==> src/rtl/riscv_pkg.sv <==
// riscv_pkg: shared fetch-stage types and constants
package riscv_pkg;
    typedef enum logic [2:0] {REQ, WAIT, HOLD, DROP, ERR} fetch_state_t;
    localparam int INSTR_BYTES = 4;
    localparam logic [31:0] NOP_INSTR = 32'h0000_0013;
endpackage

==> src/rtl/fetch_unit.sv <==
// fetch_unit: RV32 fetch stage owning the PC, one outstanding imem request, valid/ready to decode
module fetch_unit
    import riscv_pkg::*;
#(
    parameter logic [31:0] RESET_PC = 32'h0000_0000
) (
    input  logic        clk,
    input  logic        rst,
    output logic        imem_req_valid,
    output logic [31:0] imem_req_addr,
    input  logic        imem_req_ready,
    input  logic        imem_rsp_valid,
    input  logic [31:0] imem_rsp_data,
    input  logic        redirect_valid,
    input  logic [31:0] redirect_pc,
    output logic        instr_valid,
    output logic [31:0] instr,
    output logic [31:0] instr_pc,
    input  logic        instr_ready,
    output logic        misaligned_err
);
    fetch_state_t state_q, state_d;
    logic [31:0]  pc_q, pc_d, instr_q, instr_d, instr_pc_q, instr_pc_d;
    logic         err_q, err_d;
    logic         accept, bad;

    assign accept         = (state_q == REQ) && imem_req_ready;
    assign bad            = redirect_pc[1:0] != 2'b00;
    assign imem_req_valid = state_q == REQ;
    assign imem_req_addr  = pc_q;
    assign instr_valid    = state_q == HOLD;
    assign instr          = instr_q;
    assign instr_pc       = instr_pc_q;
    assign misaligned_err = err_q;

    // next state: a redirect always wins; in-flight responses are dropped after it
    always_comb begin
        state_d    = state_q;
        pc_d       = pc_q;
        instr_d    = instr_q;
        instr_pc_d = instr_pc_q;
        err_d      = err_q;
        if (redirect_valid) begin
            pc_d  = redirect_pc;
            err_d = bad ? 1'b1 : (state_q == ERR) ? 1'b0 : err_q;
        end
        case (state_q)
            REQ: begin
                if (redirect_valid) state_d = accept ? DROP : bad ? ERR : REQ;
                else if (accept) state_d = WAIT;
            end
            WAIT: begin
                if (redirect_valid) begin
                    state_d = imem_rsp_valid ? (bad ? ERR : REQ) : DROP;
                end else if (imem_rsp_valid) begin
                    instr_d    = imem_rsp_data;
                    instr_pc_d = pc_q;
                    pc_d       = pc_q + 32'(INSTR_BYTES);
                    state_d    = HOLD;
                end
            end
            DROP:    if (imem_rsp_valid) state_d = err_d ? ERR : REQ;
            HOLD:    if (redirect_valid) state_d = bad ? ERR : REQ;
                     else if (instr_ready) state_d = REQ;
            ERR:     if (redirect_valid && !bad) state_d = REQ;
            default: state_d = REQ;
        endcase
    end

    // state, pc and held instruction registers
    always_ff @(posedge clk) begin
        if (rst) begin
            state_q    <= REQ;
            pc_q       <= RESET_PC;
            instr_q    <= NOP_INSTR;
            instr_pc_q <= '0;
            err_q      <= 1'b0;
        end else begin
            state_q    <= state_d;
            pc_q       <= pc_d;
            instr_q    <= instr_d;
            instr_pc_q <= instr_pc_d;
            err_q      <= err_d;
        end
    end
endmodule
==> config.mk <==
export PLATFORM = sky130hd
export DESIGN_NAME = fetch_unit
export DESIGN_NICKNAME = d
export VERILOG_FILES = /design/src/rtl/riscv_pkg.sv /design/src/rtl/fetch_unit.sv
export SDC_FILE = /design/constraint.sdc
export NUM_CORES = 1
export LEC_CHECK = 0
export BUFFER_PORTS_ARGS = -buffer_cell sky130_fd_sc_hd__buf_4
export CAP_MARGIN = 20
export CORE_MARGIN = 1.5
export CORE_UTILIZATION = 35
export DETAILED_ROUTE_END_ITERATION = 8
export PLACE_DENSITY_LB_ADDON = 0.05
export SLEW_MARGIN = 20
export SYNTH_ARGS = -nofsm -noshare
export SYNTH_HDL_FRONTEND = slang
export SYNTH_SLANG_ARGS = --single-unit
==> constraint.sdc <==
create_clock -name clk -period 4.8 [get_ports clk]
set_input_delay 0.96 -clock clk [delete_from_list [all_inputs] [get_ports clk]]
set_output_delay 0.96 -clock clk [all_outputs]
set_load 0.02 [all_outputs]
==> results of run 1 <==
==> power breakdown <==
| group | internal, µW | switching (µW) |
|---|---|---|
| Sequential | 876 | 67.9 |
| Combinational | 156 | 199 |
| Clock | 349 | 304 |
==> area by class of cell <==
class,count,share of cell area
clock buffers,13,0.0402
well taps,168,0.0351
clock inverters,2,0.00209
multi-input cells,402,0.361
inverters,20,0.0125
repair buffers,171,0.215
flip-flops and latches,100,0.335
==> critical path, cell delays in order <==
cell and delay (ns):
buf_4 0.12, nor4bb_1 0.82, nand2_2 0.65, buf_4 0.45, nand2_1 0.12, a21oi_1 0.06
==> per-stage QoR <==
stage / hold WS [ns] / utilization / cells / cell area [µm²]
final: 0.454 / 0.492 / 876 / 5980
after global routing: 0.474 / 0.492 / 876 / 5980
after CTS: 0.456 / 0.492 / 876 / 5980
after detailed placement: 0.447 / 0.471 / 861 / 5730
after global placement: 0.444 / 0.471 / 861 / 5730
after floorplan: 0.535 / - / 566 / 4400
==> per-layer routing <==
layer	vias up	wire length [µm]	global-route usage
met1	2113	5960	0.260
met3	14	986	0.0580
met4	0	197	0.0840
met5	-	0	0
met2	141	6330	0.317
li1	2254	-	-
==> flip-flops by register name (all words and copies together), names as in the netlist <==
name	flops
instr_pc	32
instr	32
state_q	3
imem_req_addr	32
misaligned_err	1
==> layout by cell type, fill, tap and decap left out, types with 2 or more instances in the layout <==
master / Yosys / routed
clkbuf_1: 36 / 4
dfxtp_1: 100 / 100
xor2_1: 2 / 2
a221oi_1: 3 / 3
a21oi_1: 69 / 69
o31a_1: 2 / 2
buf_4: 0 / 171
clkbuf_16: 0 / 9
o21ai_0: 11 / 11
nor2b_1: 5 / 5
or4_1: 5 / 5
a2111oi_0: 5 / 5
and3_1: 2 / 2
nor4_1: 8 / 8
a31oi_1: 2 / 2
o211ai_1: 2 / 2
nand3b_1: 3 / 3
nand3_1: 7 / 7
a2111oi_1: 3 / 3
nor2_1: 30 / 29
xnor2_1: 7 / 7
inv_1: 19 / 19
nand4_1: 16 / 16
mux2i_1: 3 / 3
o311ai_0: 2 / 2
nor3b_1: 2 / 2
o31ai_1: 2 / 2
nor3_1: 10 / 10
or3_1: 7 / 7
a211oi_1: 10 / 10
a311oi_1: 11 / 11
and4_1: 6 / 6
nand2_1: 151 / 150
nor4bb_1: 2 / 2
==> path summary, 6_finish.rpt <==
path	from	to	slack [ns]	cells after the start
worst max-delay path	imem_rsp_valid	instr_pc[4]	1.80	6
worst min-delay path	instr[2]	instr[2]	0.45	2
worst max register to register	state_q[0]	instr_pc[4]	1.95	5
worst min register to register	instr[2]	instr[2]	0.45	2
==> logic make-up after synthesis <==
kind of cell    Yosys count  synth area share
fa+ha+maj                 1           0.00284
flops                   100             0.455
compound gates          129             0.183
xor+xnor                  9            0.0179
simple gates            260             0.278
mux                       3           0.00682
buf+inv                  64            0.0569
==> reports/metrics.yaml, run 1 <==
outcome:
  status: "finished, final reports clean"
die:
  core.rowCount: 40
  start_util: 0.362
  core-area_um2: 12200
  fp.dieW_um: 115
  ios: 169
  dieArea_um2: 13300
  die_h_um: 115
cts:
  clock_latency_ns: 0.35
  cts_resized: 0
  ctsHoldBuffers: 0
  cts-root-buf: "clkbuf_16"
  cts_sinks: 100
  ctsLongestPathBuffers: 2
  cts_tree: "built"
  clk_pin_slew_ns: 0.07
  numCtsBuffers: 9
  post_cts_buffers: 0
  cts_max_level: 3
placement:
  dp.final_hpwl_mm: 9.21
  post-place-ws_ns: 1.42
  gp_congestion: 0.762
  portBuffers: 168
cells_and_area:
  diodes: 0
  area_growth_pct: 35.9
  fin_nets: 775
  multiInputGateArea_um2: 2160
  fill_cells: 1241
  register_area_um2: 2000
  drive_above_1_share: 0.267
global_routing:
  grt_pass1_vias: 4139
  grtUsageTotal: 0.201
  grt_max_degree: 106
  overflow: 0
  grt_pass1_wl_mm: 20.9
  antenna_found_initial: 0
detailed_routing:
  via_count: 4522
  routed_wl_mm: 13.5
  drtPass1Iterations: 4
  routedWlPerCell_um: 15.4
  antenna_left: 0
  drc: 0
  viasPerCell: 5.16
  drt_iter0_drc: 268
timing:
  fin_crit_ns: 3.00
  slew_headroom: 0.272
  fmax_mhz: 333
  fin_tns_setup_ns: 0
  hold_viol: 0
  skew_ns: 0.00912
  rsz0062_at_grt: "false"
  post-route-period-util: 0.625
  setup_ws_ns: 1.80
  setup_viol: 0
  worst_pin_slew_ns: 1.09
  finalMaxSlewViolations: 0
yosys:
  avgSynthCellArea_um2: 7.77
  yosys_warnings: 0
  synth_top_area_cell: "dfxtp_1"
  ys.flop_type: "dfxtp_1"
  synthCells: 566
  synth_seq_cells: 100
  async_flop_share: 0
  synth_nets: 637
  yosysSeqAreaShare: 0.455
  netlist_top_cells_area: "dfxtp_1 45%, nand2_1 13%, a21oi_1 7.8%"
  syn_area_um2: 4400
  synth_most_common_cell: "nand2_1"
  yosysTopAreaCellShare: 0.455
  synth_edf_count: 0
  synth_common_cells: "151 x nand2_1, 100 x dfxtp_1, 69 x a21oi_1"
  yosysUniqueCellTypes: 50
power:
  powerDensity_nw_per_um2: 326
  ir_worst_vdd_v: 0.000124
  cellLeakagePower_uw: 0.00232
  power_uw: 1950
setup_path:
  cp-start-kind: "input pin"
  crit_type: "in2reg"
  crit_required_ns: 4.98
  cp.arrival_ns: 3.18
  cp-end-kind: "flip-flop"
  cp_max_fo: 36
run:
  max-cap-violations: 0
min_path:
  hold_path.class: "reg2reg"
Power figures use the tool's default switching activity.
==> inputs of run 2 (changes only) <==
==> constraint.sdc (replaced) <==
create_clock -name clk -period 3.1 [get_ports clk]
set_input_delay 0.62 -clock clk [delete_from_list [all_inputs] [get_ports clk]]
set_output_delay 0.62 -clock clk [all_outputs]
set_load 0.02 [all_outputs]
==> reports/metrics.yaml, run 2 (synthesis gave the netlist of run 1 again) <==
outcome:
  status: "finished, final reports clean"
setup_path:
  cp.arrival_ns: 2.74  # -0.44 ns
  r2r-start: "state_q[0]"
  crit_required_ns: 3.34  # -1.64 ns
  critPathLaunch: "state_q[0]"
  cp_max_fo: 15  # -58%
  cp-end-kind: "flip-flop"
  cp-start-kind: "flip-flop"
  crit_type: "reg2reg"
cts:
  post_cts_buffers: 0  # unchanged
  clk_pin_slew_ns: 0.07  # about the same
  clock_latency_ns: 0.35  # about the same
  cts_tree: "built"
  cts-root-buf: "clkbuf_16"
  cts_max_level: 3  # unchanged
  ctsHoldBuffers: 0  # unchanged
  ctsLongestPathBuffers: 2  # unchanged
  cts_sinks: 100  # unchanged
  cts_resized: 0  # unchanged
  numCtsBuffers: 9  # unchanged
detailed_routing:
  drtPass1Iterations: 5  # +1
  antenna_left: 0  # unchanged
  drc: 0  # unchanged
  routedWlPerCell_um: 15.3  # -0.59%
  via_count: 4557  # +0.77%
  routed_wl_mm: 13.5  # +0.43%
  viasPerCell: 5.15  # -0.25%
  drt_iter0_drc: 326  # +22%
cells_and_area:
  layout_commonest_cell: "buf_4"
  drive_above_1_share: 0.282  # +0.0148
  fin_nets: 783  # +1.0%
  layout.cells.non_filler: 885  # +1.0%
  diodes: 0  # unchanged
  area_growth_pct: 39.0
  fin_util: 0.503  # +0.0110
  final_cell_mix: "179 x buf_4, 150 x nand2_1, 100 x dfxtp_1, 69 x a21oi_1, 29 x nor2_1"
die:
  fp.dieW_um: 115  # unchanged
  core-area_um2: 12200  # unchanged
  core.rowCount: 40  # unchanged
  start_util: 0.362  # unchanged
  dieArea_um2: 13300  # unchanged
  ios: 169  # unchanged
  die_h_um: 115  # unchanged
timing:
  setup_viol: 0  # unchanged
  skew_ns: 0.00541  # -0.00371 ns
  rsz0062_at_grt: "false"
  worst_pin_slew_ns: 0.850  # -0.242 ns
  fin_crit_ns: 2.50
  slew_headroom: 0.428  # +0.156
  hold_viol: 0  # unchanged
  post-route-period-util: 0.805
  fin_tns_setup_ns: 0  # unchanged
  fmax_mhz: 401
  finalMaxSlewViolations: 0  # unchanged
placement:
  gp_congestion: 0.785  # +3.0%
  dp.final_hpwl_mm: 9.39  # +2.0%
  portBuffers: 168  # unchanged
  dp_cells: 869  # +0.93%
min_path:
  hold_path.class: "reg2reg"
  hp-start: "instr[20]"
global_routing:
  overflow: 0  # unchanged
  grt_pass1_vias: 4329  # +4.6%
  grt_pass1_wl_mm: 21.3  # +1.9%
  grtUsageTotal: 0.204  # +0.00281
  grt_max_degree: 67  # -37%
  antenna_found_initial: 0  # unchanged
power:
  ir_worst_vdd_v: 0.000263  # +110%
  cellLeakagePower_uw: 0.00240  # +3.1%
  powerDensity_nw_per_um2: 533  # +63%
run:
  max-cap-violations: 0  # unchanged
## run 2: changes by cell type in the layout (fill, tap and decap cells not counted)
cell,change
clkinvlp_4,+2
bufinv_16,+2
buf_4,+8
clkbuf_8,+1
clkbuf_1,-4
## run 2: worst paths after layout
| path | end | slack (ns) | cells after the start |
|---|---|---|---|
| max reg2reg | imem_req_addr[26] | 0.60 | 4 |
| max | imem_req_addr[26] | 0.60 | 4 |
| min reg2reg | instr[20] | 0.45 | 2 |
| min | instr[20] | 0.45 | 2 |
## run 2: per-stage QoR
step	cell area [µm²]	hold slack, ns	total power [µW]	setup slack (ns)
finish	6120	0.455	3260	0.605
global route	6120	0.467	3400	0.336
CTS	6120	0.458	3290	0.592
detailed placement	5790	0.448	2050	0.505
global placement	5790	0.443	2040	0.520
floorplan	4400	0.535	1790	0.860
## run 2: routing by layer
| layer | routed length [µm] | GRT usage |
|---|---|---|
| met5 | 0 | 0 |
| met4 | 319 | 0.0749 |
| met3 | 999 | 0.0564 |
| met2 | 6250 | 0.327 |
| met1 | 5960 | 0.264 |
## run 2: worst max-delay path, cell delays in order (launching register included)
cell,delay [ns]
dfxtp_1,0.59
nand4bb_4,0.32
or4_1,0.74
or3_1,0.39
a2111oi_1,0.33
## run 2: cell type report
cell class / instances / area [µm²]
Clock buffer: 10 / 239
Clock inverter: 6 / 87.6
Fill cell: 1230 / 6050
Inverter: 20 / 75.1
Multi-Input combinational cell: 402 / 2160
Sequential cell: 100 / 2000
Tap cell: 168 / 210
Timing Repair Buffer: 179 / 1340
## run 2: power by group
part           internal, µW  total [µW]  switching (µW)  leakage [µW]
logic                   249         563             314       0.00143
registers              1360        1460             101      0.000816
clock network           728        1240             511      0.000151
